$ cat src/rtl/decode_if.sv
// Fetch-to-decode bundle handshake and per-slot decoded result bus.
// The decode stage sits on the slave side; the fetch/issue logic (or a bench) sits on the master side.
interface decode_if #(
    parameter int ISSUE_W = 2,
    parameter int XLEN    = 32
);
    logic                             flush;
    logic                             in_valid;
    logic                             in_ready;
    logic [ISSUE_W-1:0][31:0]         instr;
    logic                             out_valid;
    logic                             out_ready;
    logic [ISSUE_W-1:0]               out_mask;
    logic [ISSUE_W-1:0][6:0]          opcode;
    logic [ISSUE_W-1:0][4:0]          rd;
    logic [ISSUE_W-1:0][4:0]          rs1;
    logic [ISSUE_W-1:0][4:0]          rs2;
    logic [ISSUE_W-1:0][2:0]          funct3;
    logic [ISSUE_W-1:0][6:0]          funct7;
    logic [ISSUE_W-1:0][XLEN-1:0]     imm;
    logic [ISSUE_W-1:0][7:0]          ctrls;

    modport master (
        output flush, in_valid, instr, out_ready,
        input  in_ready, out_valid, out_mask, opcode, rd, rs1, rs2,
               funct3, funct7, imm, ctrls
    );

    modport slave (
        input  flush, in_valid, instr, out_ready,
        output in_ready, out_valid, out_mask, opcode, rd, rs1, rs2,
               funct3, funct7, imm, ctrls
    );
endinterface

$ cat src/rtl/decode_stage.sv
// N-wide registered RV32I decode stage. Each accepted bundle is decoded into
// registers and issued as one or more groups, split at intra-bundle RAW hazards.
module decode_stage #(
    parameter int ISSUE_W = 2,
    parameter int XLEN    = 32
) (
    input  logic    clk,
    input  logic    rst_n,
    decode_if.slave bus
);
    localparam logic [6:0] OP_LUI    = 7'b0110111;
    localparam logic [6:0] OP_AUIPC  = 7'b0010111;
    localparam logic [6:0] OP_JAL    = 7'b1101111;
    localparam logic [6:0] OP_JALR   = 7'b1100111;
    localparam logic [6:0] OP_BRANCH = 7'b1100011;
    localparam logic [6:0] OP_LOAD   = 7'b0000011;
    localparam logic [6:0] OP_STORE  = 7'b0100011;
    localparam logic [6:0] OP_IMM    = 7'b0010011;
    localparam logic [6:0] OP_REG    = 7'b0110011;
    localparam logic [6:0] OP_FENCE  = 7'b0001111;
    localparam logic [6:0] OP_SYSTEM = 7'b1110011;

    typedef enum logic {EMPTY, HOLD} state_t;

    // ctrls bit order: illegal, pc_rel, alu_src_imm, jump, branch, mem_write, mem_read, reg_write
    function automatic logic [7:0] ctrl_of(input logic [6:0] op);
        case (op)
            OP_LUI:    return 8'h21;
            OP_AUIPC:  return 8'h61;
            OP_JAL:    return 8'h51;
            OP_JALR:   return 8'h31;
            OP_BRANCH: return 8'h48;
            OP_LOAD:   return 8'h23;
            OP_STORE:  return 8'h24;
            OP_IMM:    return 8'h21;
            OP_REG:    return 8'h01;
            OP_FENCE:  return 8'h00;
            OP_SYSTEM: return 8'h00;
            default:   return 8'h80;
        endcase
    endfunction

    function automatic logic uses_rs2(input logic [6:0] op);
        return (op == OP_REG) || (op == OP_STORE) || (op == OP_BRANCH);
    endfunction

    function automatic logic signed [XLEN-1:0] imm_of(input logic [31:0] ins);
        logic signed [31:0] v;
        case (ins[6:0])
            OP_LUI, OP_AUIPC:
                v = {ins[31:12], 12'b0};
            OP_JAL:
                v = {{12{ins[31]}}, ins[19:12], ins[20], ins[30:21], 1'b0};
            OP_JALR, OP_LOAD, OP_IMM, OP_FENCE, OP_SYSTEM:
                v = {{20{ins[31]}}, ins[31:20]};
            OP_STORE:
                v = {{20{ins[31]}}, ins[31:25], ins[11:7]};
            OP_BRANCH:
                v = {{20{ins[31]}}, ins[7], ins[30:25], ins[11:8], 1'b0};
            default:
                v = '0;
        endcase
        return XLEN'(v);
    endfunction

    state_t                       state_q, state_d;
    logic [ISSUE_W-1:0]           pending_q, pending_d;
    logic [ISSUE_W-1:0][6:0]      opcode_q, funct7_q;
    logic [ISSUE_W-1:0][4:0]      rd_q, rs1_q, rs2_q;
    logic [ISSUE_W-1:0][2:0]      funct3_q;
    logic [ISSUE_W-1:0][XLEN-1:0] imm_q;
    logic [ISSUE_W-1:0][7:0]      ctrls_q;
    logic [ISSUE_W-1:0]           rs2use_q;

    logic [ISSUE_W-1:0] conflict, grp;
    logic               stop, last, load, in_ready, out_valid;

    // Group = pending slots from the oldest pending one up to the first slot
    // that reads a register written by an older pending slot.
    always_comb begin
        conflict = '0;
        grp      = '0;
        stop     = 1'b0;
        for (int j = 0; j < ISSUE_W; j++) begin
            for (int i = 0; i < ISSUE_W; i++) begin
                if (i < j && pending_q[i] && ctrls_q[i][0] && rd_q[i] != 5'd0 &&
                    (rd_q[i] == rs1_q[j] || (rs2use_q[j] && rd_q[i] == rs2_q[j])))
                    conflict[j] = 1'b1;
            end
        end
        for (int j = 0; j < ISSUE_W; j++) begin
            if (pending_q[j] && !stop) begin
                if (conflict[j]) stop   = 1'b1;
                else             grp[j] = 1'b1;
            end
        end
    end

    always_comb begin
        state_d   = state_q;
        pending_d = pending_q;
        in_ready  = 1'b0;
        load      = 1'b0;
        out_valid = (state_q == HOLD);
        last      = ((pending_q & ~grp) == '0);
        case (state_q)
            EMPTY: begin
                in_ready = 1'b1;
                if (bus.in_valid) begin
                    load      = 1'b1;
                    pending_d = '1;
                    state_d   = HOLD;
                end
            end
            HOLD: begin
                if (bus.out_ready) begin
                    pending_d = pending_q & ~grp;
                    if (last) begin
                        in_ready = 1'b1;
                        if (bus.in_valid) begin
                            load      = 1'b1;
                            pending_d = '1;
                        end else begin
                            state_d = EMPTY;
                        end
                    end
                end
            end
            default: state_d = EMPTY;
        endcase
        // Flush wins over everything, including a bundle offered in the same cycle.
        if (bus.flush) begin
            in_ready  = 1'b0;
            load      = 1'b0;
            pending_d = '0;
            state_d   = EMPTY;
        end
    end

    always_ff @(posedge clk or negedge rst_n) begin
        if (!rst_n) begin
            state_q   <= EMPTY;
            pending_q <= '0;
        end else begin
            state_q   <= state_d;
            pending_q <= pending_d;
        end
    end

    // Decode register: captured once per accepted bundle, held across all its groups.
    always_ff @(posedge clk or negedge rst_n) begin
        if (!rst_n) begin
            opcode_q <= '0;
            rd_q     <= '0;
            rs1_q    <= '0;
            rs2_q    <= '0;
            funct3_q <= '0;
            funct7_q <= '0;
            imm_q    <= '0;
            ctrls_q  <= '0;
            rs2use_q <= '0;
        end else if (load) begin
            for (int s = 0; s < ISSUE_W; s++) begin
                opcode_q[s] <= bus.instr[s][6:0];
                rd_q[s]     <= bus.instr[s][11:7];
                funct3_q[s] <= bus.instr[s][14:12];
                rs1_q[s]    <= bus.instr[s][19:15];
                rs2_q[s]    <= bus.instr[s][24:20];
                funct7_q[s] <= bus.instr[s][31:25];
                imm_q[s]    <= imm_of(bus.instr[s]);
                ctrls_q[s]  <= ctrl_of(bus.instr[s][6:0]);
                rs2use_q[s] <= uses_rs2(bus.instr[s][6:0]);
            end
        end
    end

    assign bus.in_ready  = in_ready;
    assign bus.out_valid = out_valid;
    assign bus.out_mask  = out_valid ? grp : '0;
    assign bus.opcode    = opcode_q;
    assign bus.rd        = rd_q;
    assign bus.rs1       = rs1_q;
    assign bus.rs2       = rs2_q;
    assign bus.funct3    = funct3_q;
    assign bus.funct7    = funct7_q;
    assign bus.imm       = imm_q;
    assign bus.ctrls     = ctrls_q;
endmodule

$ cat src/flat_wrapper.sv
// flat-port wrapper written by rule: the top's interface ports become plain ports
module decode_stage_flat 
#(
    parameter int ISSUE_W = 2,
    parameter int XLEN    = 32
)
  (clk, rst_n, bus_flush, bus_in_valid, bus_instr, bus_out_ready, bus_in_ready, bus_out_valid, bus_out_mask, bus_opcode, bus_rd, bus_rs1, bus_rs2, bus_funct3, bus_funct7, bus_imm, bus_ctrls);
  decode_if #(.ISSUE_W(ISSUE_W), .XLEN(XLEN)) bus_i ();
  input  logic clk;
  input  logic rst_n;
  input wire logic [$bits(bus_i.flush)-1:0] bus_flush;
  input wire logic [$bits(bus_i.in_valid)-1:0] bus_in_valid;
  input wire logic [$bits(bus_i.instr)-1:0] bus_instr;
  input wire logic [$bits(bus_i.out_ready)-1:0] bus_out_ready;
  output wire logic [$bits(bus_i.in_ready)-1:0] bus_in_ready;
  output wire logic [$bits(bus_i.out_valid)-1:0] bus_out_valid;
  output wire logic [$bits(bus_i.out_mask)-1:0] bus_out_mask;
  output wire logic [$bits(bus_i.opcode)-1:0] bus_opcode;
  output wire logic [$bits(bus_i.rd)-1:0] bus_rd;
  output wire logic [$bits(bus_i.rs1)-1:0] bus_rs1;
  output wire logic [$bits(bus_i.rs2)-1:0] bus_rs2;
  output wire logic [$bits(bus_i.funct3)-1:0] bus_funct3;
  output wire logic [$bits(bus_i.funct7)-1:0] bus_funct7;
  output wire logic [$bits(bus_i.imm)-1:0] bus_imm;
  output wire logic [$bits(bus_i.ctrls)-1:0] bus_ctrls;
  assign bus_i.flush = bus_flush;
  assign bus_i.in_valid = bus_in_valid;
  assign bus_i.instr = bus_instr;
  assign bus_i.out_ready = bus_out_ready;
  assign bus_in_ready = bus_i.in_ready;
  assign bus_out_valid = bus_i.out_valid;
  assign bus_out_mask = bus_i.out_mask;
  assign bus_opcode = bus_i.opcode;
  assign bus_rd = bus_i.rd;
  assign bus_rs1 = bus_i.rs1;
  assign bus_rs2 = bus_i.rs2;
  assign bus_funct3 = bus_i.funct3;
  assign bus_funct7 = bus_i.funct7;
  assign bus_imm = bus_i.imm;
  assign bus_ctrls = bus_i.ctrls;
  decode_stage #(.ISSUE_W(ISSUE_W), .XLEN(XLEN)) u_core (.clk(clk), .rst_n(rst_n), .bus(bus_i));
endmodule
$ cat config.mk
export PLATFORM = sky130hd
export DESIGN_NAME = decode_stage_flat
export DESIGN_NICKNAME = d
export VERILOG_FILES = /design/src/rtl/decode_if.sv /design/src/rtl/decode_stage.sv /design/src/flat_wrapper.sv
export SDC_FILE = /design/constraint.sdc
export NUM_CORES = 1
export LEC_CHECK = 0
export CAP_MARGIN = 20
export CORE_ASPECT_RATIO = 0.75
export CORE_MARGIN = 2
export CORE_UTILIZATION = 42
export DETAILED_ROUTE_END_ITERATION = 10
export GPL_ROUTABILITY_DRIVEN = 0
export PLACE_DENSITY = 0.82
export SLEW_MARGIN = 20
export SYNTH_ARGS = -nofsm -noshare
export SYNTH_HDL_FRONTEND = slang
export SYNTH_SLANG_ARGS = --single-unit
export TNS_END_PERCENT = 50
$ cat constraint.sdc
create_clock -name clk -period 2.1 [get_ports clk]
set_input_delay 0.42 -clock clk [delete_from_list [all_inputs] [get_ports clk]]
set_output_delay 0.42 -clock clk [all_outputs]
set_load 0.05 [all_outputs]
======== Word-level counts from Yosys, hierarchy flattened ========
Cells that the tools add are included.
Widths: inputs -> output; s select.
operators by class
  add/subtract/negate cells ............... 0
  multipliers ............................. 0
  div/mod/pow operators ................... 0
  order comparisons ....................... 0
  equality and inequality tests ........... 26
  shift-type cells ........................ 0
  muxes and demuxes ....................... 28
  bitwise logic cells ..................... 3
  reduce and logical (&&, ||, !) cells .... 20
operators by type and width
  cell                count
  $pmux 32 s5         2
  $pmux 8 s9          2
  $eq 7x7->1 const B  8
  $eq 7x6->1 const B  6
  $eq 7x5->1 const B  4
  $eq 7x2->1 const B  2
  $eq 7x4->1 const B  2
  $mux 1              14
  $mux 2              6
  $reduce_or 2->1     6
  $eq 5x5->1          2
  $reduce_or 5->1     2
  $ne 3x3->1 const B  2
  $pmux 1 s2          3
  $logic_or 1x1->1    5
  $reduce_bool 5->1   1
  $logic_and 1x1->1   4
  $pmux 2 s2          1
  $and 2x2->2         1
  $logic_not 2->1     1
  $not 2->2           1
  $reduce_and 2->1    1
  $not 1->1           1
storage, ports and cells
  flip-flop bits (word level) ............. 149
  latch bits .............................. 0
  RAM bits ................................ 0
  bits in read-only memories .............. 0
  input port bits ......................... 69
  output and inout port bits .............. 148
  word-level logic and storage cells ...... 96
  memories kept ........................... 0

======== Depth between registers and ports, before layout ========
  depth in word-level cells ............... 14
  depth in mapped cells ................... 9
  mapped depth without buffers ............ 5

======== Worst setup path after synthesis ========
No wires, ideal clock.
  kind .................................... register to output
  start ................................... register u_core.rd_q (netlist bit u_core.bus.rd[1])
  end ..................................... output port bus_in_ready
  arrival time ............................ 2.810 ns
  data required time ...................... 1.680 ns
  path slack .............................. -1.130 ns
  cell stages (with the launch flop) ...... 7
  buffers on the path ..................... 1
  cell sequence ........................... dfrtp_1 or3_1 o311a_1 nand3_1 nor2_1 clkbuf_1 nor3_1
on the way
  longest elaborated chain between the ends .. 14
  elaborated cells between the ends (all ways) .. 17
  classes of those cells .................. eq/ne: 2; mux: 7; bitwise: 2; reduce/logical: 6
RTL lines
  item                               line                 RTL
  from (decl)                        decode_stage.sv:69   logic [ISSUE_W-1:0][4:0] rd_q, rs1_q, rs2_q;
  from (signal, indexed assignment)  decode_stage.sv:165  rd_q[s] <= bus.instr[s][11:7];
  $eq 5x5->1                         decode_stage.sv:87   (rd_q[i] == rs1_q[j] || (rs2use_q[j] && rd_q[i] == rs2_q[j])))
  $logic_and 1x1->1                  decode_stage.sv:87
  $logic_or 1x1->1                   decode_stage.sv:87
  $logic_and 1x1->1 *                decode_stage.sv:86   if (i < j && pending_q[i] && ctrls_q[i][0] && rd_q[i] != 5'd0 &&
  $mux 1 *                           decode_stage.sv:86
  $mux 1 *                           decode_stage.sv:93   if (conflict[j]) stop = 1'b1;
  $mux 1 *                           decode_stage.sv:92   if (pending_q[j] && !stop) begin
  $not 2->2 *                        decode_stage.sv:105  last = ((pending_q & ~grp) == '0);
  $and 2x2->2 *                      decode_stage.sv:105
  $logic_not 2->1 *                  decode_stage.sv:105
  $mux 1 *                           decode_stage.sv:118  if (last) begin
  $mux 1 *                           decode_stage.sv:116  if (bus.out_ready) begin
  $pmux 1 s2 *                       decode_stage.sv:106  case (state_q)
  $mux 1 *                           decode_stage.sv:132  if (bus.flush) begin
  to (decl)                          flat_wrapper.sv:15   output wire logic [$bits(bus_i.in_ready)-1:0] bus_in_ready;
Every way passes the cells marked *; elsewhere a longest branch is shown, timed or not.

======== Worst setup path in the final report ========
Ends and elaborated chain as after synthesis.

==> flow_metrics.py <==
metrics = {
    "status": {
        "status": "finished with violations",
        "violations": "negative setup slack",
    },
    "place": {
        "place_ws_ps": -339,
        "dp.cells": 1081,
        "dp_hpwl_mm": 16.4,
        "io_buffers": 216,
    },
    "yosys": {
        "avgSynthCellArea_um2": 12.1,
        "synth_top_area_share": 0.537,
        "yosysWarnings": 0,
        "syn_inst": 572,
        "synth-edff-count": 0,
        "synth_fp_nets": 641,
        "synth.area.top_cells": "dfrtp_1 (54%), mux2_2 (12%), a2bb2oi_1 (4.1%), a2bb2oi_2 (3.9%), nand2_1 (2.9%)",
        "synth.distinct_cells": 56,
        "yosysTopAreaCell": "dfrtp_1",
        "synth_seq_area_share": 0.537,
        "synth_flop_cell": "dfrtp_1",
        "syn_area_um2": 6900,
        "synth-async-reset-ratio": 1.00,
        "synth-seq-cells": 148,
    },
    "clock_network": {
        "clk_pin_slew_ps": 60,
        "cts-root-buf": "clkbuf_16",
        "clock_latency_ps": 420,
        "clkSinkCount": 148,
        "htreeDepth": 4,
        "cts_tree": "built",
        "cts_buffers": 17,
        "cts_buffer_depth": 2,
    },
    "routing": {
        "drt_wl_total_mm": 24.0,
        "via_count": 6356,
        "post_drt_wl_per_cell_um": 21.1,
        "drt-pass1-iter-count": 5,
        "postRouteAntennaNets": 0,
        "via_per_inst": 5.59,
        "drc": 0,
        "drtIter0Drc": 490,
    },
    "worst_setup_path": {
        "cp_num_buf_inv": 2,
        "path_cells": "or3_1 -> o311a_1 -> buf_6 -> nand3_4 -> nor2_2 -> nor3_4 -> buf_12",
        "crit_type": "flop to output port",
        "critPathTopFamily": "simple AND/OR/NAND/NOR gates",
        "start_kind": "flop",
        "cp_data_arrival_time_ps": 2100,
        "slowest_stage": "dfrtp_2",
        "slowest_delay_ps": 400,
        "cp_max_fo": 3,
        "required_ps": 1680,
        "endpoint_kind": "output port",
    },
    "timing": {
        "drv_slew": 0,
        "setup_tns_ps": -26420,
        "min_period_ps": 2520,
        "fmax_mhz": 397,
        "hold_viol": 0,
        "finalSetupViolations": 144,
        "tightest_slew_ps": 557,
        "fin_skew_ps": 8.79,
        "finalCritPeriodShare": 1.20,
        "rsz0062_at_grt": "true",
        "fin_ws_ps": -419,
        "slew_headroom": 0.627,
    },
    "power": {
        "power_density_nw_per_um2": 880,
        "vdd_drop_max_uv": 599,
        "leakage_nw": 4.97,
    },
    "finish": {
        "fillers": 1094,
        "drive_gt1_frac": 0.355,
        "layout_commonest_cell": "clkdlybuf4s50_1",
        "final_util": 0.718,
        "area_growth_pct": 67.2,
        "final_cells": 1137,
        "final_nets": 983,
        "final_cell_mix": "clkdlybuf4s50_1 (185), dfrtp_1 (144), buf_4 (126)",
        "diodes": 0,
    },
    "die": {
        "start_util": 0.430,
        "die_w_um": 152,
        "rows": 40,
        "core_um2": 16100,
        "io_pins": 217,
        "die_h_um": 115,
        "die-area_um2": 17500,
    },
    "global_routing": {
        "grt_usage": 0.276,
        "grt_pass1_vias": 6496,
        "grt_antenna_before_repair": 0,
        "grt-ovfl-total": 0,
        "grt_first_pass_wirelength_mm": 37.4,
        "grt_max_degree": 45,
    },
    "worst_hold_path": {
        "worstHoldPathType": "flop to flop",
    },
    "job": {
        "drv_cap": 0,
    },
}
logic make-up (layout without fill, tap and decap cells):
| logic type | Yosys count | count (layout) | share of synthesized area |
|---|---|---|---|
| AOI/OAI and AO/OA | 154 | 154 | 0.198 |
| and+or+nand+nor | 133 | 133 | 0.0928 |
| adders and majority gates | 1 | 1 | 0.00145 |
| muxes | 73 | 73 | 0.119 |
| buffers and inverters | 50 | 405 | 0.0355 |
| xor gates and xnor gates | 13 | 13 | 0.0165 |
| DFF | 148 | 148 | 0.537 |
cell usage after synthesis (all sizes together) (3+ instances only):
library cell	number
xnor2	12
nand3b	4
and2	9
a22o	4
a31oi	4
nand2b	3
a32o	6
a221oi	9
nand2	54
o32ai	4
nor4	4
nand3	16
a2bb2oi	50
inv	8
mux2	73
a21oi	14
a32oi	3
o21ai	11
nand4	5
nor2b	5
dfrtp	148
nor2	17
nor3b	3
buf	23
nor3	6
o22ai	5
clkbuf	19
and3	4
o2bb2ai	16
a211oi	12
state kept, by name, summed over array words and instances, names as in the netlist:
signal,cells
u_core.bus.imm,64
u_core.bus.ctrls,16
u_core.bus.funct7,14
u_core.bus.opcode,14
u_core.bus.rd,10
u_core.bus.rs1,10
u_core.bus.rs2,10
u_core.bus.funct3,6
u_core.pending_q,2
u_core.bus.out_valid,1
u_core.rs2use_q,1
path summary, 6_finish.rpt:
check                      cells past startpoint                      startpoint  slack [ps]                                end
max reg2reg                                   11    u_core.bus.rd[1]$_DFFE_PN0P_        -290      u_core.bus.rs1[7]$_DFFE_PN0P_
max in group asynchronous                      3                           rst_n        1030     u_core.bus.out_valid$_DFF_PN0_
min reg2reg                                    1  u_core.bus.imm[63]$_DFFE_PN0P_         490     u_core.bus.imm[63]$_DFFE_PN0P_
max                                            7    u_core.bus.rd[1]$_DFFE_PN0P_        -420                       bus_in_ready
min                                            1  u_core.bus.imm[63]$_DFFE_PN0P_         490     u_core.bus.imm[63]$_DFFE_PN0P_
min in group asynchronous                      2                           rst_n         500  u_core.bus.opcode[10]$_DFFE_PN0P_
metal layers:
layer	vias to the layer above	GRT usage	share of wire
met5	-	0	0
met4	0	0.0648	0.012
li1	2845	-	-
met3	29	0.0837	0.081
met1	3217	0.394	0.46
met2	265	0.417	0.44
what timing repair did:
| item | in CTS | in global routing |
|---|---|---|
| hold buffers | 1 | 0 |
| resized for setup | 29 | 45 |
| setup buffers | 7 | 9 |
| endpoints found under the setup margin | 132 | 150 |
| endpoints found under the hold margin | 41 | 0 |
| pin swaps | 6 | 16 |
| gates cloned | 9 | 0 |
per-stage QoR:
| step | cell area, um2 | hold slack [ps] | power [mW] |
|---|---|---|---|
| 6_report | 11500 | 490 | 10.2 |
| 3_5_place_dp | 10200 | 387 | 7.02 |
| 5_1_grt | 11500 | 500 | 10.5 |
| 2_1_floorplan | 7030 | 124 | 5.60 |
| 4_1_cts | 11300 | 493 | 10.1 |
| 3_3_place_gp | 10200 | 382 | 6.97 |
layout make-up:
type,count,area (um2),share of cell area
Tap cell,210,263,0.0228
Timing Repair Buffer,365,3740,0.324
Clock buffer,18,439,0.0381
Multi-Input combinational cell,374,3230,0.280
Inverter,8,30.0,0.00260
Sequential cell,148,3710,0.321
Clock inverter,14,126,0.0110
power breakdown:
part	leakage (nW)	switching, mW	internal [mW]
Sequential	1.81	0.271	3.23
Clock	0.266	1.28	1.67
Combinational	2.90	2.18	1.52
Total	4.97	3.73	6.42
(Power assumes the default switching activity.)
